<file path="config.mk">
export PLATFORM = sky130hd
export DESIGN_NAME = cosim_commit_arbiter
export DESIGN_NICKNAME = d
export VERILOG_FILES = /design/src/rtl/cosim_commit_arbiter.sv
export SDC_FILE = /design/constraint.sdc
export NUM_CORES = 1
export LEC_CHECK = 0
export BUFFER_PORTS_ARGS = -buffer_cell sky130_fd_sc_hd__buf_2
export CAP_MARGIN = 15
export CORE_UTILIZATION = 60
export DETAILED_ROUTE_END_ITERATION = 8
export PLACE_DENSITY = 0.78
export SYNTH_ARGS = -nofsm -noshare
export SYNTH_HDL_FRONTEND = slang
export SYNTH_SLANG_ARGS = --single-unit
</file>
<file path="constraint.sdc">
create_clock -name clk_i -period 10.7 [get_ports clk_i]
set_clock_uncertainty 0.1 [all_clocks]
set_input_delay 3.21 -clock clk_i [delete_from_list [all_inputs] [get_ports clk_i]]
set_output_delay 3.21 -clock clk_i [all_outputs]
set_load 0.03 [all_outputs]
</file>
<file path="src/rtl/cosim_commit_arbiter.sv">
// Merges per-hart retire streams into one ordered commit stream for co-simulation.
// Each hart has a small FIFO; a round-robin arbiter feeds a single output register slice.
module cosim_commit_arbiter #(
  parameter int NUM_HARTS     = 2,
  parameter int DEPTH         = 4,
  parameter bit STALL_ON_FULL = 1'b1,
  localparam int HW           = (NUM_HARTS > 1) ? $clog2(NUM_HARTS) : 1
) (
  input  logic                   clk_i,
  input  logic                   rst_i,
  input  logic [NUM_HARTS-1:0]   commit_valid_i,
  output logic [NUM_HARTS-1:0]   commit_ready_o,
  input  logic [NUM_HARTS*64-1:0] commit_pc_i,
  input  logic [NUM_HARTS*64-1:0] commit_data_i,
  input  logic [NUM_HARTS*5-1:0] commit_dst_i,
  input  logic [NUM_HARTS-1:0]   commit_xcpt_i,
  output logic                   out_valid_o,
  input  logic                   out_ready_i,
  output logic [HW-1:0]          out_hart_o,
  output logic [63:0]            out_pc_o,
  output logic [63:0]            out_data_o,
  output logic [4:0]             out_dst_o,
  output logic                   out_xcpt_o,
  output logic [15:0]            out_seq_o,
  output logic [NUM_HARTS-1:0]   overflow_o,
  output logic [15:0]            drop_cnt_o
);

  localparam int AW = $clog2(DEPTH);
  localparam int PW = AW + 1;

  typedef struct packed {
    logic [63:0] pc;
    logic [63:0] data;
    logic [4:0]  dst;
    logic        xcpt;
    logic [15:0] seq;
  } rec_t;

  rec_t                 fifo_mem [NUM_HARTS][DEPTH];
  logic [PW-1:0]        wr_ptr   [NUM_HARTS];
  logic [PW-1:0]        rd_ptr   [NUM_HARTS];
  logic [15:0]          seq_cnt  [NUM_HARTS];
  logic [NUM_HARTS-1:0] full, empty, push, drop, seq_inc, pop;
  logic [HW-1:0]        prio, gnt_idx;
  logic                 gnt_vld, load;
  rec_t                 rec_p1;
  logic [HW-1:0]        hart_p1;
  logic                 vld_p1;

  function automatic logic [HW-1:0] next_idx(input logic [HW-1:0] idx);
    return (idx == HW'(NUM_HARTS - 1)) ? '0 : idx + HW'(1);
  endfunction

  // Several harts can drop in the same cycle, so add the whole vector and clamp.
  function automatic logic [15:0] sat_add16(input logic [15:0] a,
                                            input logic [NUM_HARTS-1:0] inc_vec);
    logic [16:0] sum;
    sum = {1'b0, a};
    for (int i = 0; i < NUM_HARTS; i++) sum = sum + 17'(inc_vec[i]);
    return sum[16] ? 16'hFFFF : sum[15:0];
  endfunction

  for (genvar h = 0; h < NUM_HARTS; h++) begin : g_hart
    assign full[h]    = (wr_ptr[h][AW] != rd_ptr[h][AW]) &&
                        (wr_ptr[h][AW-1:0] == rd_ptr[h][AW-1:0]);
    assign empty[h]   = (wr_ptr[h] == rd_ptr[h]);
    assign push[h]    = commit_valid_i[h] && !full[h];
    assign drop[h]    = !STALL_ON_FULL && commit_valid_i[h] && full[h];
    assign seq_inc[h] = STALL_ON_FULL ? push[h] : commit_valid_i[h];
    assign pop[h]     = load && (gnt_idx == HW'(h));
  end

  assign commit_ready_o = ~full;

  // Round-robin scan starting at the priority pointer.
  always_comb begin
    logic [HW-1:0] cand;
    gnt_vld = 1'b0;
    gnt_idx = '0;
    cand    = prio;
    for (int i = 0; i < NUM_HARTS; i++) begin
      if (!gnt_vld && !empty[cand]) begin
        gnt_vld = 1'b1;
        gnt_idx = cand;
      end
      cand = next_idx(cand);
    end
  end

  assign load = (!vld_p1 || out_ready_i) && gnt_vld;

  // Stage p0: per-hart FIFO storage (data only, no reset needed behind the pointers)
  always_ff @(posedge clk_i) begin
    for (int h = 0; h < NUM_HARTS; h++) begin
      if (push[h]) begin
        fifo_mem[h][wr_ptr[h][AW-1:0]] <= '{pc:   commit_pc_i[64*h +: 64],
                                            data: commit_data_i[64*h +: 64],
                                            dst:  commit_dst_i[5*h +: 5],
                                            xcpt: commit_xcpt_i[h],
                                            seq:  seq_cnt[h]};
      end
    end
  end

  always_ff @(posedge clk_i) begin
    if (rst_i) begin
      for (int h = 0; h < NUM_HARTS; h++) begin
        wr_ptr[h]  <= '0;
        rd_ptr[h]  <= '0;
        seq_cnt[h] <= '0;
      end
      overflow_o <= '0;
      drop_cnt_o <= '0;
    end else begin
      for (int h = 0; h < NUM_HARTS; h++) begin
        if (push[h])    wr_ptr[h]  <= wr_ptr[h] + PW'(1);
        if (pop[h])     rd_ptr[h]  <= rd_ptr[h] + PW'(1);
        if (seq_inc[h]) seq_cnt[h] <= seq_cnt[h] + 16'd1;
      end
      overflow_o <= overflow_o | drop;
      drop_cnt_o <= sat_add16(drop_cnt_o, drop);
    end
  end

  // Stage p1: output register slice, popped FIFO and load happen on the same edge
  always_ff @(posedge clk_i) begin
    if (rst_i) begin
      vld_p1  <= 1'b0;
      hart_p1 <= '0;
      rec_p1  <= '0;
      prio    <= '0;
    end else if (load) begin
      vld_p1  <= 1'b1;
      hart_p1 <= gnt_idx;
      rec_p1  <= fifo_mem[gnt_idx][rd_ptr[gnt_idx][AW-1:0]];
      prio    <= next_idx(gnt_idx);
    end else if (out_ready_i) begin
      vld_p1  <= 1'b0;
    end
  end

  assign out_valid_o = vld_p1;
  assign out_hart_o  = hart_p1;
  assign out_pc_o    = rec_p1.pc;
  assign out_data_o  = rec_p1.data;
  assign out_dst_o   = rec_p1.dst;
  assign out_xcpt_o  = rec_p1.xcpt;
  assign out_seq_o   = rec_p1.seq;

endmodule

</file>
Word level (Yosys, flattened, before mapping). Memories as Yosys holds them, arrays and structs flattened. Index checks and enable logic that the tools add are counted.

Flip-flop bits (word level): 153. Bits in writable memories: 1244. Input bits: 273. Memories: 4.

Memory list: fifo_mem (words 2, bits a word 600, read ports 1, clocked after memory_dff 0, write ports 2, RTL line 40) `rec_t fifo_mem [NUM_HARTS][DEPTH];`; seq_cnt (words 2, bits a word 16, read ports 2, clocked after memory_dff 0, write ports 2, RTL line 43) `logic [15:0] seq_cnt [NUM_HARTS];`; rd_ptr (words 2, bits a word 3, read ports 3, clocked after memory_dff 0, write ports 2, RTL line 42) `logic [PW-1:0] rd_ptr [NUM_HARTS];`; wr_ptr (words 2, bits a word 3, read ports 2, clocked after memory_dff 0, write ports 2, RTL line 41) `logic [PW-1:0] wr_ptr [NUM_HARTS];`.

$add $sub $neg: 8. Magnitude comparators: 7. Equality and inequality tests: 6. Multiplexer cells: 41. Bitwise gates (word level): 11. Reductions and logical operators: 16.

Operators with widths (count): 2-to-1 mux 600 bit (2); demux 150 bit (select 2 bit) (2); 2-to-1 mux 150 bit (4); binary-select mux 150 bit (select 2 bit) (1); adder 16 x 1 -> 16 bit, second input constant (2); 2-to-1 mux 16 bit (2); 2-to-1 mux 1 bit (26); adder 3 x 1 -> 3 bit, second input constant (4); 2-to-1 mux 3 bit (4); logical AND 1 bit (10); greater-or-equal comparator 3 bit, second input constant (3); inverter 2 -> 3 bit (3); == test 3 bit (2); less-than comparator 3 x 1 -> 1 bit, second input constant (2); OR 1 bit (6); == test 2 bit (2); zero test 1 bit (4); less-than comparator 1 x 2 -> 1 bit, second input constant (2); adder 1 bit, second input constant (2); != test 1 bit (2); inverter 2 bit (1); nonzero test 2 bit (1); logical OR 1 bit (1); inverter 1 bit (1).

Logic depth before layout (Yosys ltp).
Depth after elaboration: 13. Depth in mapped cells: 8. Mapped depth without buffers: 5.

Worst setup path after synthesis. Ideal clock, no wire load.

Path type: in2reg. Start point: input commit_valid_i[0]. End point: memory fifo_mem[0][150] (netlist name) (enable). Setup time: 528 ps. Arrival time: 6978 ps. Required time: 10072 ps. Slack: 3095 ps. Cell stages on the path: 3. Path through: inv_1 -> a31oi_1 -> and2_1.

RTL lines: start, declared (RTL line 11) `input logic [NUM_HARTS-1:0] commit_valid_i,`; end, declared (RTL line 40).

==> out/metrics.cfg <==
[cts]
insertion_delay_ns = 0.74
clkTransAtPathRegs_ns = 0.06
clockBufferDepth = 3
clockRootBuffer = clkbuf_16
post_cts_resized = 0
cts_hold_buf = 0
postCtsSetupBuffers = 0
cts-buffers-inserted = 137
clock-sinks = 1397
cts_tree = yes
cts-htree-levels = 4

[sta]
fmax_ghz = 0.159
setup_tns_ns = 0
tightest_slew_ns = 1.24
setup_viol = 0
rsz0062_at_grt = false
relSlewSlack_pct = 17.3
maxSlewViolCount = 0
post-route-period-util_pct = 58.9
layout_setup_ws_ns = 4.40
min_period_ns = 6.30
whs_ns = 0.390
finalHoldViolations = 0

[worst_hold_path]
hp-start = out_pc_o[42]$_SDFFE_PP0N_
hold_path_class = reg2reg
hold_depth = 2

[job]
cap_violations = 0

[setup_path]
crit_fanout = 21
endpoint_kind = output port
crit_type = reg2out
startpoint = rd_ptr[1][1]$_SDFFCE_PN0P_
ff2ff_path_depth = 6
arrival_ns = 2.99
rr_startpoint = rd_ptr[0][1]$_SDFFCE_PN0P_
required_ns = 7.39
start_kind = register

[synth]
synth-async-reset-ratio_pct = 0
synth_edf_count = 1244
yosysSeqAreaShare_pct = 77.0
synth_cells = 2673
netlist_area_um2 = 52500
ys.flop_type = edfxtp_1
avgSynthCellArea_um2 = 19.6
synth-xor-area-share_pct = 0.550
ys_ff_latch = 1397
yosys.cell_types.count = 39
yosys_warnings = 0
muxShareOfSynthArea_pct = 12.9
synth-adder-area-share_pct = 0.286
synth_top_family_by_area = multiplexers
synth-simple-area-share_pct = 3.86
synth_compound_gate_area_share_pct = 2.55

[grt]
track_usage_pct = 27.5
grt_pass1_wl_um = 179000
gr-total-overflow = 0
grt_pass1_vias = 28300
antenna_found_initial = 67
grt_max_degree = 153

[route]
drt_iter0_markers = 2666
vias = 27600
routed_wl_um = 120000
drc = 0
dr.pass1.iters = 7
wl_per_cell_um = 27.2
drtAntennaViolNets = 0
vias_per_cell = 6.24

[floorplan]
fp.dieH_um = 298
start_util_pct = 60.5
die_w_um = 298
rows = 108
io_pins = 445
core-area_um2 = 86800
die_area_um2 = 88700

[placement]
gp_congestion = 0.795
numPortBuffers = 426
dp_hpwl_um = 69800
pre_cts_slack_ns = 4.49
placed_cell_area_um2 = 55600

[power_and_ir_drop]
vdd_drop_max_uv = 271
p_leak_nw = 20.0
power_density_nw_per_um2 = 282

[final_layout]
final_util_pct = 69.3
fill_cells = 5359
nets = 3401
syn_to_final_growth_pct = 14.5
final_cell_mix = edfxtp_1 (1244), buf_2 (426), nand3_1 (310)
layout_commonest_cell = edfxtp_1
drive_above_1_share_pct = 30.1
fin_area_um2 = 60100

[status]
status = finished, final reports clean

## area by class of cell
type | instances | area [µm²] | share of cell area [%]
Timing Repair Buffer | 460 | 2440 | 4.07
Sequential cell | 1397 | 40400 | 67.3
Multi-Input combinational cell | 951 | 10700 | 17.8
Antenna cell | 38 | 95.1 | 0.158
Tap cell | 1155 | 1450 | 2.40
Clock inverter | 63 | 618 | 1.03
Inverter | 169 | 634 | 1.06
Clock buffer | 185 | 3730 | 6.21
## synthesized netlist by cell type, types with 21 or more instances
master	instances	share of area, %
edfxtp_1	1244	71
inv_1	169	1.2
clkbuf_1	56	0.40
buf_2	87	0.83
dfxtp_1	153	5.8
xnor2_1	21	0.35
nor2_1	44	0.31
mux4_2	300	13
nand3_1	310	3.0
o211ai_1	151	2.2
buf_4	26	0.37
## registers in the layout (all words and copies together) (netlist names)
register     count
out_seq_o       16
out_pc_o        64
out_data_o      64
out_hart_o       1
rd_ptr           6
out_xcpt_o       1
out_valid_o      1
fifo_mem      1200
out_dst_o        5
wr_ptr           6
seq_cnt         32
prio             1
## layer usage
metal	global-route usage [%]	wire, µm
met1	36.5	44800
met5	0	373
met3	7.72	11800
met4	11.0	3710
met2	43.5	59700
## through the flow
| stage | instances | power, mW |
|---|---|---|
| finish | 4418 | 17.0 |
| CTS | 4379 | 17.1 |
| global placement | 4131 | 12.2 |
| detailed placement | 4131 | 12.4 |
| global route | 4411 | 17.6 |
| floorplan | 2690 | 11.0 |
## cell families after synthesis
group | count (synthesis)
fa+ha+maj | 12
simple gates | 408
compound gates | 180
buf+inv | 342
mux | 300
xor+xnor | 33
other cells | 1
flops | 1397
## worst max-delay path: stages (launching register included)
cell and delay, ns:
edfxtp_1 1.09, xor2_1 0.56, nor2_1 0.20, nand2_1 0.19
buf_2 0.22
## where the power goes
| part | switching (mW) | internal (mW) | leakage, nW |
|---|---|---|---|
| combinational | 2.96 | 1.74 | 5.14 |
| clock | 1.98 | 2.70 | 2.13 |
| sequential | 0.438 | 7.16 | 12.8 |
## worst paths after layout
check | end | slack (ns)
setup / recovery | commit_ready_o[1] | 4.40
hold / removal | out_pc_o[42]$_SDFFE_PP0N_ | 0.39
setup reg to reg | out_pc_o[21]$_SDFFE_PP0N_ | 6.40
hold reg to reg | out_pc_o[42]$_SDFFE_PP0N_ | 0.39
No activity file was read; power rests on OpenSTA's default activity.
